--- src/rtl/fetch_stage_pkg.sv ---
// Shared constants and types for the MIPS32 instruction fetch stage.
package fetch_stage_pkg;
  localparam logic [1:0]  PC_SRC_NEXT   = 2'b00;
  localparam logic [1:0]  PC_SRC_JUMP   = 2'b01;
  localparam logic [1:0]  PC_SRC_BRANCH = 2'b10;
  localparam logic [1:0]  PC_SRC_JR     = 2'b11;
  localparam logic [31:0] INSTR_NOP     = 32'h0;

  typedef enum logic [1:0] {
    S_IDLE  = 2'b00,
    S_FETCH = 2'b01,
    S_HOLD  = 2'b10
  } fetch_state_t;

  function automatic logic [31:0] pc_select(input logic [1:0]  sel,
                                            input logic [31:0] plus4,
                                            input logic [31:0] jump,
                                            input logic [31:0] branch,
                                            input logic [31:0] jr);
    logic [31:0] t;
    case (sel)
      PC_SRC_JUMP:   t = jump;
      PC_SRC_BRANCH: t = branch;
      PC_SRC_JR:     t = jr;
      default:       t = plus4;
    endcase
    return t & 32'hFFFF_FFFC;
  endfunction
endpackage

--- src/rtl/fetch_stage_if_id_register.sv ---
// IF/ID pipeline register: squash beats load, otherwise contents hold.
module if_id_register
  import fetch_stage_pkg::*;
(
  input  logic        clock,
  input  logic        reset,
  input  logic        load,
  input  logic        squash,
  input  logic [31:0] next_instruction,
  input  logic [31:0] next_pc_plus4,
  output logic [31:0] instruction,
  output logic [31:0] pc_plus4,
  output logic        valid
);
  always_ff @(posedge clock or posedge reset) begin
    if (reset) begin
      instruction <= INSTR_NOP;
      pc_plus4    <= 32'h0;
      valid       <= 1'b0;
    end else if (squash) begin
      instruction <= INSTR_NOP;
      valid       <= 1'b0;
    end else if (load) begin
      instruction <= next_instruction;
      pc_plus4    <= next_pc_plus4;
      valid       <= 1'b1;
    end
  end
endmodule

--- src/rtl/fetch_stage.sv ---
// MIPS32 fetch stage: PC, imem handshake, hold buffer, pending redirect.
// FETCH_DELAY_SLOT_EN defined: the word after a branch/jump is delivered valid.
module fetch_stage
  import fetch_stage_pkg::*;
#(
  parameter logic [31:0] RESET_VECTOR = 32'h0000_0000
) (
  input  logic        clock,
  input  logic        reset,
  input  logic        id_stall,
  input  logic [1:0]  id_pc_source_sel,
  input  logic        id_branch_delay_slot,
  input  logic [31:0] id_jump_target,
  input  logic [31:0] id_branch_target,
  input  logic [31:0] id_jr_target,
  output logic        imem_req,
  output logic [31:0] imem_addr,
  input  logic        imem_ready,
  input  logic [31:0] imem_rdata,
  output logic [31:0] if_pc,
  output logic [31:0] if_id_instruction,
  output logic [31:0] if_id_pc_plus4,
  output logic        if_id_valid
);
  fetch_state_t state, state_next;
  logic [31:0]  pc, pc_next, pc_plus4, hold_buf, pend_target, pend_target_next;
  logic [31:0]  redir_target, retire_word;
  logic         pend_redirect, pend_next, redirect, retire, capture;
  logic         ifid_load, ifid_squash;

  assign pc_plus4     = pc + 32'd4;
  assign redirect     = id_branch_delay_slot & if_id_valid & ~id_stall;
  assign redir_target = pc_select(id_pc_source_sel, pc_plus4, id_jump_target,
                                  id_branch_target, id_jr_target);

  // A word "retires" when it leaves IF for IF/ID; the PC only advances then.
  always_comb begin
    state_next       = state;
    pc_next          = pc;
    pend_next        = pend_redirect;
    pend_target_next = pend_target;
    retire           = 1'b0;
    capture          = 1'b0;
    ifid_load        = 1'b0;
    ifid_squash      = 1'b0;
    retire_word      = hold_buf;
    case (state)
      S_IDLE: state_next = S_FETCH;
      S_FETCH: begin
        retire_word = imem_rdata;
        if (imem_ready && !id_stall) begin
          retire = 1'b1;
        end else if (imem_ready) begin
          capture    = 1'b1;
          state_next = S_HOLD;
        end else if (!id_stall) begin
          // ID consumed its instruction but nothing arrived: insert a bubble
          ifid_squash = 1'b1;
          if (redirect) begin
            pend_next        = 1'b1;
            pend_target_next = redir_target;
          end
        end
      end
      S_HOLD: begin
        if (!id_stall) begin
          retire     = 1'b1;
          state_next = S_FETCH;
        end
      end
      default: state_next = S_IDLE;
    endcase
    if (retire) begin
      pend_next = 1'b0;
      pc_next   = redirect ? redir_target : (pend_redirect ? pend_target : pc_plus4);
`ifdef FETCH_DELAY_SLOT_EN
      ifid_load = 1'b1;
`else
      if (redirect || pend_redirect) ifid_squash = 1'b1;
      else                           ifid_load   = 1'b1;
`endif
    end
  end

  always_ff @(posedge clock or posedge reset) begin
    if (reset) begin
      state         <= S_IDLE;
      pc            <= RESET_VECTOR;
      imem_req      <= 1'b0;
      pend_redirect <= 1'b0;
      pend_target   <= 32'h0;
      hold_buf      <= INSTR_NOP;
    end else begin
      state         <= state_next;
      pc            <= pc_next;
      imem_req      <= (state_next == S_FETCH);
      pend_redirect <= pend_next;
      pend_target   <= pend_target_next;
      if (capture) hold_buf <= imem_rdata;
    end
  end

  assign imem_addr = pc;
  assign if_pc     = pc;

  if_id_register u_if_id (
    .clock            (clock),
    .reset            (reset),
    .load             (ifid_load),
    .squash           (ifid_squash),
    .next_instruction (retire_word),
    .next_pc_plus4    (pc_plus4),
    .instruction      (if_id_instruction),
    .pc_plus4         (if_id_pc_plus4),
    .valid            (if_id_valid)
  );

  // ID holds a delay-slot or squashed instruction while a redirect is pending
  assert property (@(posedge clock) disable iff (reset) !(redirect && pend_redirect));
endmodule

--- config.mk ---
export PLATFORM = sky130hd
export DESIGN_NAME = fetch_stage
export DESIGN_NICKNAME = d
export VERILOG_FILES = /design/src/rtl/fetch_stage_pkg.sv /design/src/rtl/fetch_stage_if_id_register.sv /design/src/rtl/fetch_stage.sv
export SDC_FILE = /design/constraint.sdc
export NUM_CORES = 1
export LEC_CHECK = 0
export ABC_CLOCK_PERIOD_IN_PS = 3210
export CAP_MARGIN = 0
export CORE_MARGIN = 3
export CORE_UTILIZATION = 40
export CTS_CLUSTER_DIAMETER = 120
export CTS_CLUSTER_SIZE = 25
export DETAILED_ROUTE_END_ITERATION = 10
export HOLD_SLACK_MARGIN = 0.03
export PLACE_DENSITY = 0.69
export SYNTH_ARGS = -nofsm -noshare
export SYNTH_HDL_FRONTEND = slang
export SYNTH_HIERARCHICAL = 1
export SYNTH_SLANG_ARGS = --single-unit
--- constraint.sdc ---
create_clock -name clock -period 3.21 [get_ports clock]
set_input_delay 0.321 -clock clock [delete_from_list [all_inputs] [get_ports clock]]
set_output_delay 0.321 -clock clock [all_outputs]
set_load 0.02 [all_outputs]
== Word level (Yosys, flattened, before mapping) ==
Cells that the tools add are included.
Operators by class
  $add $sub $neg: 1
  equality and inequality tests: 9
  muxes and demuxes: 31
  bitwise operators: 6
  reduce and logical (&&, ||, !) cells: 10
Operators with widths (count)
  32-bit 2-to-1 mux: 5
  32-bit one-hot mux with 3 select lines: 1
  32-bit by 3-bit adder with 32-bit output, second input constant: 1
  1-bit 2-to-1 mux: 20
  5-bit AND reduction: 2
  2-bit by 1-bit == test with 1-bit output, second input constant: 3
  2-bit == test, second input constant: 3
  2-bit 2-to-1 mux: 3
  2-bit one-hot mux with 3 select lines: 1
  2-bit nonzero test: 3
  2-bit by 1-bit != test with 1-bit output, second input constant: 2
  1-bit inverter: 4
  1-bit AND: 2
  2-bit logical NOT: 1
  2-bit != test, second input constant: 1
  1-bit one-hot mux with 2 select lines: 1
  2-bit AND reduction: 1
  1-bit logical AND: 1
  1-bit logical NOT: 1
  1-bit logical OR: 1
Storage, ports and cells
  register bits: 163
  word-level logic and storage cells: 66

== Depth between registers and ports, before layout ==
Gate-level depths: netlist of run 1.
  depth after elaboration: 8
  mapped depth: 12
  mapped depth without buffers: 8

== Modules after synthesis ==
Netlist of run 1, hierarchy kept.
By module, submodules not included
  fetch_stage: instances 1, cells each 673, area each 6556.3 um2, seq. area each 2402.3 um2
  if_id_register: instances 1, cells each 177, area each 2652.5 um2, seq. area each 1626.6 um2

== Worst setup path after synthesis of run 1 ==
No wires, ideal clock.
  path type: register -> register
  from: register state[0]
  to: register u_if_id.pc_plus4[0]
  arrival time: 2497 ps
  required time: 3085 ps
  slack: 588 ps
  stages on the path, launching flop included: 13
  path buffers: 5
  period minus slack after synthesis: 2622 ps
  cells stage by stage: dfrtp_1 -> inv_1 -> ha_1 -> a21oi_1 -> or3b_2 -> clkbuf_1 -> clkbuf_1 -> nor2_1 -> buf_6 -> nor2b_4 -> buf_6 -> buf_6 -> mux2_4
Between the ends
  elaborated cells on any way between the ends: 9
  those cells by class: eq/ne (2); mux (5); bitwise (1); reduce/logical (1)
RTL lines
  start: declaration: line fetch_stage.sv:25  | fetch_state_t state, state_next;
  start signal: assignment: line fetch_stage.sv:94  | state <= state_next;
  2-bit == test / 2-bit by 1-bit == test with 1-bit output (equally long branches): line fetch_stage.sv:47  | case (state)
  1-bit one-hot mux with 2 select lines *: line fetch_stage.sv:47
  1-bit 2-to-1 mux *: line fetch_stage.sv:73  | if (retire) begin
  via ifid_load: line fetch_stage.sv:29  | logic ifid_load, ifid_squash;
  2-bit AND reduction (no source line) *
  end signal: assignment: line fetch_stage_if_id_register.sv:25  | pc_plus4 <= next_pc_plus4;
  end: declaration: line fetch_stage_if_id_register.sv:12  | output logic [31:0] pc_plus4,
Mark *: on every way through the listed nets, which the timed path passes. The rest lies on a longest branch.
A chain may end at the register's enable or synchronous reset.

== Final worst setup path of run 1 ==
  from: register pc[2] (netlist: if_pc[2])
  to: register pc[20] (netlist: if_pc[20])
Between the ends
  longest elaborated chain between the ends: 3
  elaborated cells on any way between the ends: 4
  those cells by class: add/sub (1); mux (3)
RTL lines
  start: declaration: line fetch_stage.sv:26  | logic [31:0] pc, pc_next, pc_plus4, hold_buf, pend_target, pend_target_next;
  start signal: assignment: line fetch_stage.sv:95  | pc <= pc_next;
  32-bit by 3-bit adder with 32-bit output *: line fetch_stage.sv:31  | assign pc_plus4 = pc + 32'd4;
  via pc_plus4[20]: line fetch_stage.sv:26
  32-bit one-hot mux with 3 select lines / 32-bit 2-to-1 mux (equally long branches): line fetch_stage_pkg.sv:21, fetch_stage.sv:75
  32-bit 2-to-1 mux *: line fetch_stage.sv:75  | pc_next = redirect ? redir_target : (pend_redirect ? pend_target : pc_plus4);
Marks and branches as above.

==> results.cfg, run 1 <==
[outcome]
status = complete, no violations

[timing]
max_freq_ghz = 0.375
period_minus_slack_ns = 2.67
fin_ws_ns = 0.543
fin_skew_ns = 0.00747
hold_ws_ns = 0.309
slew_headroom = 0.505
tightestPinTransition_ns = 0.742
rsz0062_at_grt = no
slew_violations = 0
finalSetupViolCount = 0
finalSetupTns_ns = 0
finalCritPeriodShare = 0.831
hold_viol_final = 0

[logic_synthesis]
synth_edf_count = 0
synth_xor_area_frac = 0.0272
synthSimpleGateAreaFrac = 0.121
synthArstFlopShare = 1.00
yosysUniqueCellTypes = 71
netlist_area_mm2 = 0.00921
netlist_instances = 850
ys_seq_area_frac = 0.438
synth_compound_area_frac = 0.112
synth_top_family_by_area = multiplexers
synth_warnings = 6
synth_seq_cells = 161
synthFlopType = dfrtp_1
synthAdderAreaFrac = 0.00679
synthMuxAreaShare = 0.232
syn_avg_cell_area_um2 = 10.8

[worst_setup_path]
end_kind = flop
path_delay_family = simple AND/OR/NAND/NOR gates
cp_max_fo = 10
critPathBufInv = 1
worstSetupStartpointType = flop
cp.required_ns = 3.51
slowest_delay_ns = 0.55
crit_chain = ha_1, nand3_1, buf_4, or4_4, nor2_2, xor2_2, a222oi_1, o211ai_1
critical_path_class = reg2reg
crit_slowest_cell = dfrtp_1
critical_path_arrival_ns = 2.96

[cts]
clock_latency_ns = 0.43
postCtsHoldBufs = 0
tritoncts = done
clock_sinks = 161
cts_buffers = 17
path_clk_slew_ns = 0.07
htree_levels = 4
clockRootBuffer = clkbuf_16
clk_path_buf_depth = 2
ctsResizeCount = 0
postCtsSetupBuffers = 0

[die]
start_util = 0.414
pin_count = 265
die_w_um = 158
die_area_mm2 = 0.0249
dieHeight_um = 158
rows = 54
core_area_mm2 = 0.0222

[power]
leakagePower_nw = 5.30
power_density_mw_per_mm2 = 895
ir_drop_mv = 0.378

[route]
ant_nets = 0
vias = 7491
wire_per_inst_um = 20.6
vias_per_cell = 5.51
drtPass1Iterations = 4
first_iter_violations = 504
wl_um = 28100
drc = 0

[finish]
antenna-diode-count = 0
final_nets = 1208
final_util = 0.565
area_growth_pct = 36.5
drive_above_1_share = 0.199

[run]
drv_cap = 0

[place]
gp_congestion = 0.855
io_buffers = 254
dp_hpwl_um = 19800
preCtsSetupSlack_ns = 0.391

[worst_hold_path]
hp-class = in2async

[global_route]
antenna_found_initial = 0
grt.overflow.total = 0
grt_usage = 0.227
grt_max_degree = 54
grt_pass1_wl_um = 43800
grt_pass1_vias = 7617
per-stage QoR:
stage	instances	area [um2]	power (mW)
detailed placement	1329	11900	8.97
CTS	1359	12600	11.3
global route	1359	12600	11.9
floorplan	855	9230	6.93
global placement	1329	11900	8.86
finish	1359	12600	11.3
cells in the mapped netlist (9+ instances only):
cell	instances	area (um2)
mux2i_1	58	581
nor2_1	58	218
buf_2	12	60.1
nor3_1	11	55.1
clkbuf_1	35	131
o21ai_0	48	240
a21oi_1	30	150
mux2_4	30	450
xnor2_1	16	140
nand3_1	12	60.1
nand2_1	77	289
inv_1	14	52.6
o221ai_1	16	140
a31oi_1	9	56.3
dfrtp_1	161	4030
buf_4	34	255
mux4_2	9	203
mux2_2	80	901
o211ai_1	9	67.6
cell families (layout without fill, tap and decap cells):
group                      after synthesis  in the layout
and+or+nand+nor                        212            212
muxes                                  177            177
DFF                                    161            161
AOI/OAI and AO/OA                      160            160
buffers and inverters                  108            332
xor gates and xnor gates                26             26
adders and majority gates                5              5
other                                    1              6
worst paths after layout:
path	start	to	slack [ns]	cells past startpoint
max reg2reg	if_pc[2]	if_pc[20]	0.54	8
max in group asynchronous	reset	pend_target[30]	2.07	3
min in group clock	pend_target[15]	pend_target[15]	0.47	2
min reg2reg	pend_target[15]	pend_target[15]	0.47	2
min	reset	u_if_id/instruction[25]	0.31	2
max	if_pc[2]	if_pc[20]	0.54	8
layer usage:
layer  share of wire  GRT usage  vias to the layer above  wire length [um]
li1                -          -                     3470                 -
met1            0.42      0.304                     3669             11800
met2            0.49      0.370                      311             13700
met3           0.072     0.0481                       41              2010
met4           0.023     0.0723                        0               639
met5               0          0                        -                 0
layout make-up:
| type | count | area, um2 |
|---|---|---|
| fill | 1916 | 9660 |
| multi-input combinational | 586 | 4650 |
| sequential | 161 | 4030 |
| timing repair buffer | 286 | 2820 |
| clock buffer | 17 | 425 |
| tap | 280 | 350 |
| clock inverter | 13 | 235 |
| inverter | 16 | 63.8 |
flip-flops by register name, summed over array words and instances, names as in the netlist:
| register | cells |
|---|---|
| if_pc | 30 |
| pend_redirect | 1 |
| u_if_id/valid | 1 |
| hold_buf | 32 |
| u_if_id/instruction | 32 |
| u_if_id/pc_plus4 | 32 |
| state | 2 |
| pend_target | 30 |
| imem_req | 1 |
worst reg2reg max path, delay by kind of cell (launching register included):
| kind | cells | cell delay (ns) |
|---|---|---|
| AOI/OAI and AO/OA | 2 | 0.53 |
| xor gates and xnor gates | 1 | 0.09 |
| adders and majority gates | 1 | 0.28 |
| buffers and inverters | 1 | 0.23 |
| DFF | 1 | 0.55 |
| and+or+nand+nor | 3 | 0.86 |
placed cells by master, fill, tap and decap left out, types with 3 or more instances in the layout:
cell	netlist	layout
buf_12	0	3
xnor2_1	16	16
dfrtp_1	161	161
or3_1	5	5
o22ai_1	7	6
mux2i_1	58	58
a21o_1	4	4
and3_1	5	5
a21oi_1	30	30
clkbuf_16	0	17
mux2_4	30	30
and4_1	3	3
buf_4	34	29
ha_1	5	4
mux4_2	9	9
bufinv_16	0	6
nand4_1	7	7
nand2b_1	4	4
inv_1	14	12
clkdlybuf4s50_1	0	253
conb_1	1	6
nor4_4	5	5
o21ai_1	5	5
a31oi_1	9	9
nor4_1	5	5
nor2_1	58	57
nand2_1	77	77
o211ai_1	9	9
o221ai_1	16	16
a22oi_1	4	4
or2_2	3	3
o21ai_0	48	48
a211oi_1	3	3
xor2_1	7	7
o311ai_0	3	3
nand3_1	12	11
nor3_1	11	11
mux2_2	80	80
power breakdown:
group | total, mW | internal, mW | switching [mW] | leakage [nW]
logic | 5.28 | 2.66 | 2.62 | 2.90
registers | 3.66 | 2.91 | 0.745 | 2.08
clock network | 2.32 | 1.46 | 0.863 | 0.316
total | 11.3 | 7.03 | 4.23 | 5.30
No activity file was read; power rests on OpenSTA's default activity.
==> run 2: changes to the inputs <==
- ABC_CLOCK_PERIOD_IN_PS: 3210 -> 2200
- PLACE_DENSITY: 0.69 -> 0.72
- clock period: 3.21 -> 2.2 ns (I/O delays scaled with it)
==> run 2 against run 1 <==
- the run now ends with setup timing left
- non-clock buffer count rose by 77
- count of clock-buffer cells in the layout up 1
- die area unchanged
- largest cell class unchanged
- sequential share of layout area down 1.6 points
- critical path type unchanged
- fmax up 20%
- largest power group unchanged
- critical endpoint unchanged
- power up 47%
==> results.cfg, run 2 (synthesis gave the netlist of run 1 again) <==
[outcome]
status = finished with violations
violations = setup timing

[power]
leakagePower_nw = 5.67
finalPower_mw = 16.6
ir_drop_mv = 0.573
power_density_mw_per_mm2 = 1250

[finish]
final_cell_mix = 253 x clkdlybuf4s50_1, 154 x dfrtp_1, 91 x buf_4, 78 x mux2_2, 76 x nand2_1
drive_above_1_share = 0.269
final_nets = 1285
antenna-diode-count = 0
seq_area_mm2 = 0.00404
fillCellCount = 1782
area_growth_pct = 43.9
final_common_cell = clkdlybuf4s50_1
top_regs = hold_buf x32, u_if_id/instruction x32, u_if_id/pc_plus4 x32
multi_input_area_mm2 = 0.00471

[timing]
fin_skew_ns = 0.0121
slew_violations = 0
slew_headroom = 0.617
rsz0062_at_grt = yes
hold_ws_ns = 0.208
tightestPinTransition_ns = 0.573
period_minus_slack_ns = 2.23
hold_viol_final = 0
finalCritPeriodShare = 1.01
max_freq_ghz = 0.449
finalSetupViolCount = 1
fin_ws_ns = -0.0282

[worst_setup_path]
cp_max_fo = 5
r2r_start = if_pc[3]
worstSetupStartpointType = flop
r2r_cells = 8
critical_path_arrival_ns = 2.53
crit_start = if_pc[3]
cp.required_ns = 2.50
critical_path_class = reg2reg
end_kind = flop
reg2reg_to = if_pc[20]
r2r_setup_slack_ns = -0.03

[route]
wl_um = 29100
ant_nets = 0
wire_per_inst_um = 20.2
first_iter_violations = 583
vias_per_cell = 5.51
vias = 7926
drtPass1Iterations = 5
drc = 0

[cts]
htree_levels = 4
path_clk_slew_ns = 0.07
postCtsHoldBufs = 0
cts_buffers = 17
clockRootBuffer = clkbuf_16
tritoncts = done
clock_latency_ns = 0.43
clock_sinks = 161
clk_path_buf_depth = 2

[die]
dieHeight_um = 158
die_w_um = 158
rows = 54
core_area_mm2 = 0.0222
die_area_mm2 = 0.0249
pin_count = 265
start_util = 0.414

[run]
drv_cap = 0

[global_route]
grt.overflow.total = 0
grt_pass1_wl_um = 45000
grt_usage = 0.233
grt_max_degree = 36
grt_pass1_vias = 7984
antenna_found_initial = 0

[place]
gp_congestion = 0.925
io_buffers = 254
dp_hpwl_um = 21600

[worst_hold_path]
hp-class = in2async
-- run 2: area by class of cell --
type                            instances  area share
Sequential cell                       161       0.305
Inverter                               16     0.00491
Multi-Input combinational cell        586       0.356
Clock buffer                           18      0.0324
Clock inverter                         14     0.00812
Timing Repair Buffer                  363       0.268
Tap cell                              280      0.0264
-- run 2: what timing repair did --
action / 4_1_cts / 5_1_grt
setup buffers: 0 / 6
resized for setup: 3 / 18
setup endpoints to repair: 5 / 55
pin swaps: 1 / 2
-- run 2: worst max-delay path, stage by stage (launching register included) --
cell,delay [ns]
dfrtp_2,0.40
ha_4,0.16
nand3_4,0.10
buf_6,0.15
or4_4,0.53
nor2_4,0.12
xor2_2,0.08
a222oi_1,0.43
o211ai_1,0.14
-- run 2: per-stage QoR --
stage	setup slack (ns)	TNS, ns	cell area, um2	util	instances
CTS	-0.00941	-0.00941	13200	0.592	1432
floorplan	-0.211	-6.92	9340	-	855
detailed placement	-0.0483	-0.661	12600	0.567	1400
finish	-0.0282	-0.0282	13300	0.596	1438
global route	-0.0828	-0.934	13300	0.596	1438
global placement	0.00417	0	12600	0.567	1400
-- run 2: how the worst max path moves through the flow --
stage	cells after the start	end	slack (ns)
after CTS	8	if_pc[20]	-0.009
after floorplan	11	u_if_id/pc_plus4[0]	-0.21
final	8	if_pc[20]	-0.03
after detailed placement	8	if_pc[20]	-0.05
after global routing	8	if_pc[20]	-0.08
after global placement	8	u_if_id/pc_plus4[18]	0.004
-- run 2: metal layers --
metal	GRT usage	wire length, um	up-vias	part of all wire
met5	0	0	-	0
li1	-	-	3645	-
met1	0.314	12200	3892	0.42
met4	0.0702	680	0	0.023
met3	0.0407	1960	53	0.067
met2	0.387	14200	336	0.49
-- run 2: where the power goes --
part	switching [mW]	internal (mW)
combinational	4.33	4.43
clock	1.31	1.46
sequential	0.780	4.26
total	6.42	10.1
